===== src/rtl/cpu_types_pkg.sv =====
// cpu_types_pkg
//   Shared CPU types: the machine word, register index, the memory-stage
//   state encoding and a helper that forms the LUI writeback value.
package cpu_types_pkg;

  localparam int WORD_W = 32;
  localparam int REG_W  = 5;

  typedef logic [WORD_W-1:0] word_t;
  typedef logic [REG_W-1:0]  regbits_t;

  // IDLE   : no access in flight
  // ACCESS : request outstanding, waiting for dhit
  // HOLD   : access done but pipeline frozen; load data parked in hold register
  typedef enum logic [1:0] {
    IDLE   = 2'd0,
    ACCESS = 2'd1,
    HOLD   = 2'd2
  } memstate_t;

  // Upper-immediate value: instruction immediate in the top half, zeros below.
  function automatic word_t luiValue(input word_t instr);
    return {instr[15:0], 16'h0000};
  endfunction

endpackage


===== src/rtl/mem_stage_if.sv =====
// mem_stage_if
//   Data-cache bus between the memory stage (master) and the data cache
//   (slave).
//   dmemREN/dmemWEN : read / write request
//   dmemaddr        : access address
//   dmemstore       : store data
//   dhit            : cache completes the access this cycle
//   dmemload        : load data, valid when dhit
interface mem_stage_if;
  import cpu_types_pkg::*;

  logic  dmemREN;
  logic  dmemWEN;
  word_t dmemaddr;
  word_t dmemstore;
  logic  dhit;
  word_t dmemload;

  modport master (
    output dmemREN, dmemWEN, dmemaddr, dmemstore,
    input  dhit, dmemload
  );

  modport slave (
    input  dmemREN, dmemWEN, dmemaddr, dmemstore,
    output dhit, dmemload
  );
endinterface


===== src/rtl/mem_stage.sv =====
// mem_stage
//   Memory-stage controller. Issues data-cache requests from the EX/MEM
//   latch contents, stalls upstream stages while a miss is outstanding,
//   selects the writeback value and owns the MEM/WB register (bubbles on
//   miss, hold on freeze, sticky halt).
//   CLK, nRST        : clock, synchronous active-low reset
//   memcu*/mem*      : EX/MEM control, destination, address, store data, instr
//   pipeStall        : global freeze from elsewhere in the pipeline
//   dbus             : data-cache bus (master side)
//   memStall         : freezes PC, IF/ID, ID/EX, EX/MEM
//   wb*              : MEM/WB register outputs
//   memStallCount    : saturating count of memStall cycles
module mem_stage
  import cpu_types_pkg::*;
(
  input  logic     CLK,
  input  logic     nRST,
  input  logic     memcuDRE,
  input  logic     memcuDWE,
  input  logic     memcuHALT,
  input  logic     memMemToReg,
  input  logic     memWEN,
  input  logic     memLUIflag,
  input  regbits_t memwsel,
  input  word_t    memOutput_Port,
  input  word_t    memrdat2,
  input  word_t    meminstr,
  input  logic     pipeStall,
  mem_stage_if.master dbus,
  output logic     memStall,
  output logic     wbWEN,
  output regbits_t wbwsel,
  output word_t    wbwdat,
  output word_t    wbinstr,
  output logic     wbHALT,
  output word_t    memStallCount
);

  memstate_t state;
  word_t     holdData;
  word_t     wdatNext;
  logic      req;
  logic      accessHit;

  // No new requests after halt, and none while the completed access is parked.
  assign req       = (memcuDRE | memcuDWE) & ~wbHALT & (state != HOLD);
  assign accessHit = req & dbus.dhit;   // a dhit without a request is ignored
  assign memStall  = req & ~dbus.dhit;

  // Write wins when both request bits are set.
  assign dbus.dmemWEN   = req & memcuDWE;
  assign dbus.dmemREN   = req & memcuDRE & ~memcuDWE;
  assign dbus.dmemaddr  = memOutput_Port;
  assign dbus.dmemstore = memrdat2;

  always_comb begin
    wdatNext = memOutput_Port;
    if (memMemToReg) begin
      wdatNext = (state == HOLD) ? holdData : dbus.dmemload;
    end else if (memLUIflag) begin
      wdatNext = luiValue(meminstr);
    end
  end

  always_ff @(posedge CLK) begin
    if (!nRST) begin
      state         <= IDLE;
      holdData      <= '0;
      wbWEN         <= 1'b0;
      wbwsel        <= '0;
      wbwdat        <= '0;
      wbinstr       <= '0;
      wbHALT        <= 1'b0;
      memStallCount <= '0;
    end else begin
      case (state)
        IDLE, ACCESS: begin
          if (accessHit && pipeStall) begin
            // Cache data is only valid this cycle; park it until the freeze lifts.
            state    <= HOLD;
            holdData <= dbus.dmemload;
          end else if (memStall) begin
            state <= ACCESS;
          end else begin
            state <= IDLE;
          end
        end
        HOLD: begin
          if (!pipeStall) begin
            state <= IDLE;
          end
        end
        default: state <= IDLE;
      endcase

      if (!pipeStall) begin
        if (memStall) begin
          wbWEN   <= 1'b0;
          wbwsel  <= '0;
          wbwdat  <= '0;
          wbinstr <= '0;
        end else begin
          // Old wbHALT: the halting instruction itself keeps its own WEN.
          wbWEN   <= memWEN & ~wbHALT;
          wbwsel  <= memwsel;
          wbwdat  <= wdatNext;
          wbinstr <= meminstr;
          wbHALT  <= wbHALT | memcuHALT;
        end
      end

      if (memStall && (memStallCount != '1)) begin
        memStallCount <= memStallCount + 1'b1;
      end
    end
  end

endmodule


===== src/flat_wrapper.sv =====
// flat-port wrapper written by rule: the top's interface ports become plain ports
module mem_stage_flat import cpu_types_pkg::*;
  (CLK, nRST, memcuDRE, memcuDWE, memcuHALT, memMemToReg, memWEN, memLUIflag, memwsel, memOutput_Port, memrdat2, meminstr, pipeStall, memStall, wbWEN, wbwsel, wbwdat, wbinstr, wbHALT, memStallCount, dbus_dmemREN, dbus_dmemWEN, dbus_dmemaddr, dbus_dmemstore, dbus_dhit, dbus_dmemload);
  mem_stage_if dbus_i ();
  input  logic CLK;
  input  logic nRST;
  input  logic memcuDRE;
  input  logic memcuDWE;
  input  logic memcuHALT;
  input  logic memMemToReg;
  input  logic memWEN;
  input  logic memLUIflag;
  input  regbits_t memwsel;
  input  word_t memOutput_Port;
  input  word_t memrdat2;
  input  word_t meminstr;
  input  logic pipeStall;
  output logic memStall;
  output logic wbWEN;
  output regbits_t wbwsel;
  output word_t wbwdat;
  output word_t wbinstr;
  output logic wbHALT;
  output word_t memStallCount;
  output wire logic [$bits(dbus_i.dmemREN)-1:0] dbus_dmemREN;
  output wire logic [$bits(dbus_i.dmemWEN)-1:0] dbus_dmemWEN;
  output wire logic [$bits(dbus_i.dmemaddr)-1:0] dbus_dmemaddr;
  output wire logic [$bits(dbus_i.dmemstore)-1:0] dbus_dmemstore;
  input wire logic [$bits(dbus_i.dhit)-1:0] dbus_dhit;
  input wire logic [$bits(dbus_i.dmemload)-1:0] dbus_dmemload;
  assign dbus_dmemREN = dbus_i.dmemREN;
  assign dbus_dmemWEN = dbus_i.dmemWEN;
  assign dbus_dmemaddr = dbus_i.dmemaddr;
  assign dbus_dmemstore = dbus_i.dmemstore;
  assign dbus_i.dhit = dbus_dhit;
  assign dbus_i.dmemload = dbus_dmemload;
  mem_stage u_core (.CLK(CLK), .nRST(nRST), .memcuDRE(memcuDRE), .memcuDWE(memcuDWE), .memcuHALT(memcuHALT), .memMemToReg(memMemToReg), .memWEN(memWEN), .memLUIflag(memLUIflag), .memwsel(memwsel), .memOutput_Port(memOutput_Port), .memrdat2(memrdat2), .meminstr(meminstr), .pipeStall(pipeStall), .dbus(dbus_i), .memStall(memStall), .wbWEN(wbWEN), .wbwsel(wbwsel), .wbwdat(wbwdat), .wbinstr(wbinstr), .wbHALT(wbHALT), .memStallCount(memStallCount));
endmodule

===== config.mk =====
export PLATFORM = sky130hd
export DESIGN_NAME = mem_stage_flat
export DESIGN_NICKNAME = d
export VERILOG_FILES = /design/src/rtl/cpu_types_pkg.sv /design/src/rtl/mem_stage_if.sv /design/src/rtl/mem_stage.sv /design/src/flat_wrapper.sv
export SDC_FILE = /design/constraint.sdc
export NUM_CORES = 1
export LEC_CHECK = 0
export CORE_ASPECT_RATIO = 1.75
export CORE_MARGIN = 2
export CORE_UTILIZATION = 45
export CTS_CLUSTER_DIAMETER = 200
export DETAILED_ROUTE_END_ITERATION = 8
export PLACE_DENSITY = 0.88
export SETUP_SLACK_MARGIN = 0.5
export SLEW_MARGIN = 20
export SYNTH_ARGS = -nofsm -noshare
export SYNTH_HDL_FRONTEND = slang
export SYNTH_SLANG_ARGS = --single-unit
export TNS_END_PERCENT = 50

===== constraint.sdc =====
create_clock -name CLK -period 3.16 [get_ports CLK]
set_input_delay 0.632 -clock CLK [delete_from_list [all_inputs] [get_ports CLK]]
set_output_delay 0.632 -clock CLK [all_outputs]
set_load 0.01 [all_outputs]

==> impl_metrics.py <==
metrics = {
    "clock_tree": {
        "cts-root-buf": "clkbuf_16",
        "clk_latency_ns": 0.41,
        "cts_made_buffers": 17,
        "htree_num_levels": 4,
        "cts_tree": "yes",
        "cts_sinks": 137,
        "clkTransAtPathRegs_ns": 0.05,
        "clockBufferDepth": 2,
    },
    "die": {
        "top_level_ports": 313,
        "die_w_um": 95.93,
        "start_util_pct": 46.08,
        "rows": 58,
        "die_area_mm2": 0.01582,
        "dieHeight_um": 164.9,
        "coreArea_mm2": 0.01444,
    },
    "worst_setup_path": {
        "critPathLaunchType": "input port",
        "critical_path_arrival_ns": 2.94,
        "rrSetupSlack_ns": 0.75,
        "required_ns": 3.49,
        "cp-startpoint": "memcuDWE",
        "cp_max_fo": 57,
        "crit_path_cell_trace": "clkdlybuf4s50_1 -> nor2_1 -> or4_4 -> buf_4 -> or3_1 -> or3_1 -> a21oi_1",
        "crit_end": "u_core.memStallCount[6]",
        "crit_top_cell": "or3_1",
        "endpoint_kind": "flip-flop",
        "r2r_end": "u_core.memStallCount[6]",
        "reg2reg_from": "u_core.state[1]",
        "slowest_stage": "clkdlybuf4s50_1",
        "critPathKind": "in -> reg",
        "critical-path-max-stage-delay_ns": 0.49,
        "reg2reg_depth": 6,
    },
    "timing": {
        "finClkSkew_ns": 0.01411,
        "slew_violations": 0,
        "period_needed_ns": 2.617,
        "whs_ns": 0.4532,
        "rsz0062_at_grt": "yes",
        "fmax_ghz": 0.3821,
        "hold_violations": 0,
        "fin_tns_setup_ns": 0,
        "worst_slew_pin_slew_ns": 0.8235,
        "layout_worst_path_cycle_share_pct": 82.82,
        "slew_headroom_pct": 45.10,
        "finalSetupViolCount": 0,
    },
    "global_routing": {
        "antenna_found_initial": 0,
        "grt_pass1_vias": 6505,
        "grt_usage_pct": 26.27,
        "gr-total-overflow": 0,
        "grt_first_pass_wirelength_mm": 32.42,
        "grt_max_degree": 60,
    },
    "flow_run": {
        "maxCapViolCount": 0,
    },
    "synthesis": {
        "synthAdderAreaFrac_pct": 0.1880,
        "seq_area_frac_synth_pct": 41.21,
        "synth_cells": 835,
        "ys_seq_elements": 137,
        "synth_commonest_cells": "nand2_1 (159), dfxtp_1 (137), a21oi_1 (95)",
        "synthTopCellsByArea": "dfxtp_1 (41%), nand2_1 (9.0%), buf_4 (7.2%)",
        "synth_xor_area_share_pct": 0.1316,
        "synth-compound-area-share_pct": 19.50,
        "synth_edf_count": 0,
        "synth.most_common_cell": "nand2_1",
        "synth_top_family_by_area": "simple AND/OR/NAND/NOR gates",
        "mappedNetlistNets": 979,
        "synthArstFlopShare_pct": 0,
        "avgSynthCellArea_um2": 7.970,
        "yosysUniqueCellTypes": 44,
        "synth_area_mm2": 0.006655,
        "ys.flop_type": "dfxtp_1",
        "netlist.area_leader.share_pct": 41.21,
        "synth-simple-area-share_pct": 24.03,
        "synth_top_area_cell": "dfxtp_1",
        "synth_mux_area_share_pct": 3.459,
        "ys_warn_count": 0,
    },
    "status": {
        "outcome": "complete, no violations",
    },
    "power_and_ir_drop": {
        "p_leak_nw": 3.273,
        "p_per_area_mw_per_mm2": 488.2,
        "peakVddDrop_uv": 299.7,
    },
    "drt": {
        "first_pass_iters": 6,
        "drc": 0,
        "wl_per_cell_um": 17.72,
        "postRouteAntennaNets": 0,
        "drt_iter0_drc": 312,
        "via_per_inst": 5.698,
        "vias": 6718,
        "routed_wl_mm": 20.89,
    },
    "finish": {
        "stdcell_area_mm2": 0.009364,
        "fin_util_pct": 64.84,
        "diodes": 0,
        "area_growth_pct": 40.70,
        "drive_above_1_share_pct": 7.708,
        "nNetsFinal": 1133,
    },
    "place": {
        "gp_congestion": 0.8694,
        "io_buffers": 248,
        "placed_cell_area_mm2": 0.008751,
        "dpl.hpwl_mm": 14.50,
    },
    "hold_path": {
        "worstHoldPathType": "reg -> reg",
    },
}
area by class of cell:
cell class / instances / area, um^2
tap: 180 / 225.2
timing repair buffer: 263 / 2592
clock buffer: 17 / 425.4
inverter: 5 / 33.78
clock inverter: 12 / 177.7
fill: 1213 / 5077
sequential: 137 / 2743
multi-input combinational: 565 / 3167
registers in the layout, indices dropped and copies added (netlist names):
register,flops
u_core.state,2
u_core.wbinstr,32
u_core.wbHALT,1
u_core.wbWEN,1
u_core.memStallCount,32
u_core.wbwsel,5
u_core.holdData,32
u_core.wbwdat,32
worst max-delay path, delay by kind of cell:
family	cells	cell delay [ns]
simple gates	4	1.31
buf+inv	2	0.83
compound gates	1	0.16
kinds of logic (layout without fill, tap and decap cells):
kind of cell,Yosys count,count (layout)
muxes,21,21
and+or+nand+nor,336,336
adders and majority gates,1,1
DFF,137,137
xor gates and xnor gates,1,1
buffers and inverters,133,297
AOI/OAI and AO/OA,206,206
metal layers:
| metal | GRT usage (%) | up-vias | wire length, um |
|---|---|---|---|
| met5 | 0 | - | 0 |
| met4 | 16.49 | 0 | 1085 |
| met3 | 6.752 | 85 | 1434 |
| met2 | 47.17 | 280 | 11170 |
| met1 | 26.16 | 3159 | 7201 |
| li1 | - | 3194 | - |
per-stage QoR:
step	total power (W)	std cells	setup slack, ns
final	0.004571	1179	0.5430
after CTS	0.004619	1179	0.5026
after detailed placement	0.002566	1150	0.1650
after global placement	0.002552	1150	0.2149
after floorplan	0.002246	835	1.066
after global routing	0.004750	1179	0.4379
timing repair:
action | in CTS | in global routing
endpoints found under the hold margin | 0 | 0
gates resized for setup | 3 | 2
setup buffers | 0 | 0
endpoints found under the setup margin | 1 | 4
hold buffers | 0 | 0
how the worst min path moves through the flow:
stage	startpoint	to	slack (ns)	depth (start not counted)
6_report	u_core.holdData[30]	u_core.holdData[30]	0.45	2
3_3_place_gp	u_core.holdData[6]	u_core.holdData[6]	0.44	2
3_5_place_dp	u_core.holdData[28]	u_core.holdData[28]	0.45	2
2_1_floorplan	u_core.holdData[0]	u_core.holdData[0]	0.43	2
5_1_grt	u_core.holdData[30]	u_core.holdData[30]	0.47	2
4_1_cts	u_core.holdData[28]	u_core.holdData[28]	0.45	2
power breakdown:
group | internal, W | total (W) | leakage [nW] | switching (W)
sequential | 0.00180 | 0.00184 | 1.12 | 0.0000400
clock | 0.00131 | 0.00204 | 0.295 | 0.000731
combinational | 0.000364 | 0.000693 | 1.86 | 0.000329
total | 0.00347 | 0.00457 | 3.27 | 0.00110
cells in the final DEF (no fill, tap or decap), types with 2 or more instances in the layout:
cell type	count
mux2_2	16
nor2b_1	16
a21oi_1	95
clkinv_4	3
a31oi_1	17
dfxtp_1	137
or3_1	14
clkbuf_16	17
a22o_1	16
o21ai_0	8
nand3_1	50
nor2_1	42
clkdlybuf4s50_1	245
nand2b_1	4
a211oi_1	16
buf_4	14
nand2_1	159
and3_1	4
nor2_2	2
or4_1	16
o31ai_1	15
nor3_1	5
o21ai_1	3
nand4_1	8
bufinv_16	4
inv_1	3
a22oi_1	32
clkinv_2	3
nor4_1	5
buf_2	2
mux2i_1	5
Note: power is estimated with default switching activity, not from simulation.
==> edit, RTL diff (same settings) <==
Encoding of `memstate_t`: now one-hot (3 bits for 3 states).
--- a/src/rtl/cpu_types_pkg.sv
+++ b/src/rtl/cpu_types_pkg.sv
@@ -13,8 +13,8 @@
   // ACCESS : request outstanding, waiting for dhit
   // HOLD   : access done but pipeline frozen; load data parked in hold register
-  typedef enum logic [1:0] {
-    IDLE   = 2'd0,
-    ACCESS = 2'd1,
-    HOLD   = 2'd2
+  typedef enum logic [2:0] {
+    IDLE   = 3'b001,
+    ACCESS = 3'b010,
+    HOLD   = 3'b100
   } memstate_t;
 
Check against the original RTL: same outputs for any inputs over 4 cycles, from zero or initial values and one cycle with nRST low; so few cycles prove little.
==> edit against the original RTL <==
- critical path depth down 4
- final area down 0.25%
- cell count up 0.25%
- clock power down 2%
- sequential cell count up 1
- combinational power up 1%
- power down 0.47%
- synthesized area down 1.6%
- die area down 1.6%
- routed wire length up 5.0%
- register-to-register slack worse by 0.05 ns
- setup slack better by 0.0061 ns
==> edit: results (changes against the original RTL) <==
| Metric | Value |
|---|---|
| NetSw | 1.19 mW (+8.0%) |
| Metal-1 WL | 7950 microns (+10%) |
| Logic pwr share | 0.154 (+0.002) |
| CLK BUF | 18 (+1) |
| Share of layout cells above drive strength 1 | 0.0829 (+0.00584) |
| Pre-CTS setup slack | 0.191 ns (+0.0256 ns) |
| Synth cell count leaders | 148 x nand2_1, 138 x dfxtp_1, 98 x a21oi_1, 64 x buf_4, 56 x clkbuf_1 |
| GR met2 Demand/Resource | 0.473 (+0.00140) |
| Reg clk slew, reported paths | 0.07 ns (+0.02 ns) |
| Mux cell area share after synthesis | 0.0321 (-0.00249) |
| Fin nets | 1132 (-0.088%) |
| Worst Path Max Fanout | 3 (-95%) |
| Synth unique cells | 40 (-9.1%) |
| Filler Cell Count | 1230 (+1.4%) |
| Status | finished, final reports clean |
| Non-Filler Instances | 1182 (+0.25%) |
| Cell depth of the worst flop-to-flop path | 7 (+1) |
| Seq/Total Area, Yosys | 0.422 (+0.00983) |
| Seq/total area | 0.296 (+0.00289) |
| Worst vdd ir | 0.404 mV (+35%) |
| Buffering overhead | 0.284 (+0.00687) |
| Bufs w/o clock | 269 (+2.3%) |
| Vias in the first global route | 6320 (-2.8%) |
| GRT Total Usage | 0.275 (+0.0123) |
| Via count | 6749 (+0.46%) |
| Synth Area in Adders | 0.00191 (+0.0000309) |
| Multi-input gate share of total cell area | 0.329 (-0.00905) |
| R2R setup slack | 0.70 ns (-0.05 ns) |
| Hpwl dp | 15300 microns (+5.4%) |
| Ant diodes | 1 (+1) |
| Crit path to | dbus_dmemREN |
| Layout clock area frac | 0.0631 (-0.00131) |
| TritonRoute pass-1 iters | 5 (-1) |
| RePlAce Congestion | 0.886 (+1.9%) |
| Clock Sink Count | 138 (+0.73%) |
| Period minus WS final | 2.61 ns (-0.00607 ns) |
| Reg2Reg Capture Point | u_core.memStallCount[5] |
| Post-synthesis compound-gate area fraction | 0.198 (+0.00340) |
| WL final | 21900 microns (+5.0%) |
| Synth top area cells | dfxtp_1 42%, nand2_1 8.5%, a21oi_1 7.5%, buf_4 7.3%, nand3_1 3.7% |
| Logic inverters | 9 (+4) |
| Fin Clk Skew | 0.0113 ns (-0.00284 ns) |
| Met2 wire length | 11200 microns (+0.47%) |
| Pwr Density | 487 nW/um^2 (-0.22%) |
| GRT met1 Usage | 0.301 (+0.0389) |
| Reg2reg start | u_core.memStallCount[0] |
-- edit: worst min path at each step --
stage / start / end / slack (ns) / depth (start not counted)
final: u_core.holdData[14] / u_core.holdData[14] / 0.45 / 2
after CTS: u_core.holdData[1] / u_core.holdData[1] / 0.46 / 2
after global placement: u_core.holdData[1] / u_core.holdData[1] / 0.44 / 2
after global routing: u_core.holdData[1] / u_core.holdData[1] / 0.47 / 2
after detailed placement: u_core.holdData[19] / u_core.holdData[19] / 0.45 / 2
after floorplan: u_core.holdData[0] / u_core.holdData[0] / 0.43 / 2
-- edit: metrics by stage --
step | cell area [sq um] | hold slack, ns | util
2_1_floorplan | 6550 | 0.434 | -
3_3_place_gp | 8700 | 0.440 | 0.609
3_5_place_dp | 8700 | 0.448 | 0.609
4_1_cts | 9310 | 0.457 | 0.651
5_1_grt | 9340 | 0.470 | 0.653
6_report | 9340 | 0.454 | 0.653
-- edit: critical path, cell delays in order --
cell	delay [ns]
clkdlybuf4s50_1	0.45
nor4b_2	0.31
clkdlybuf4s50_1	0.59
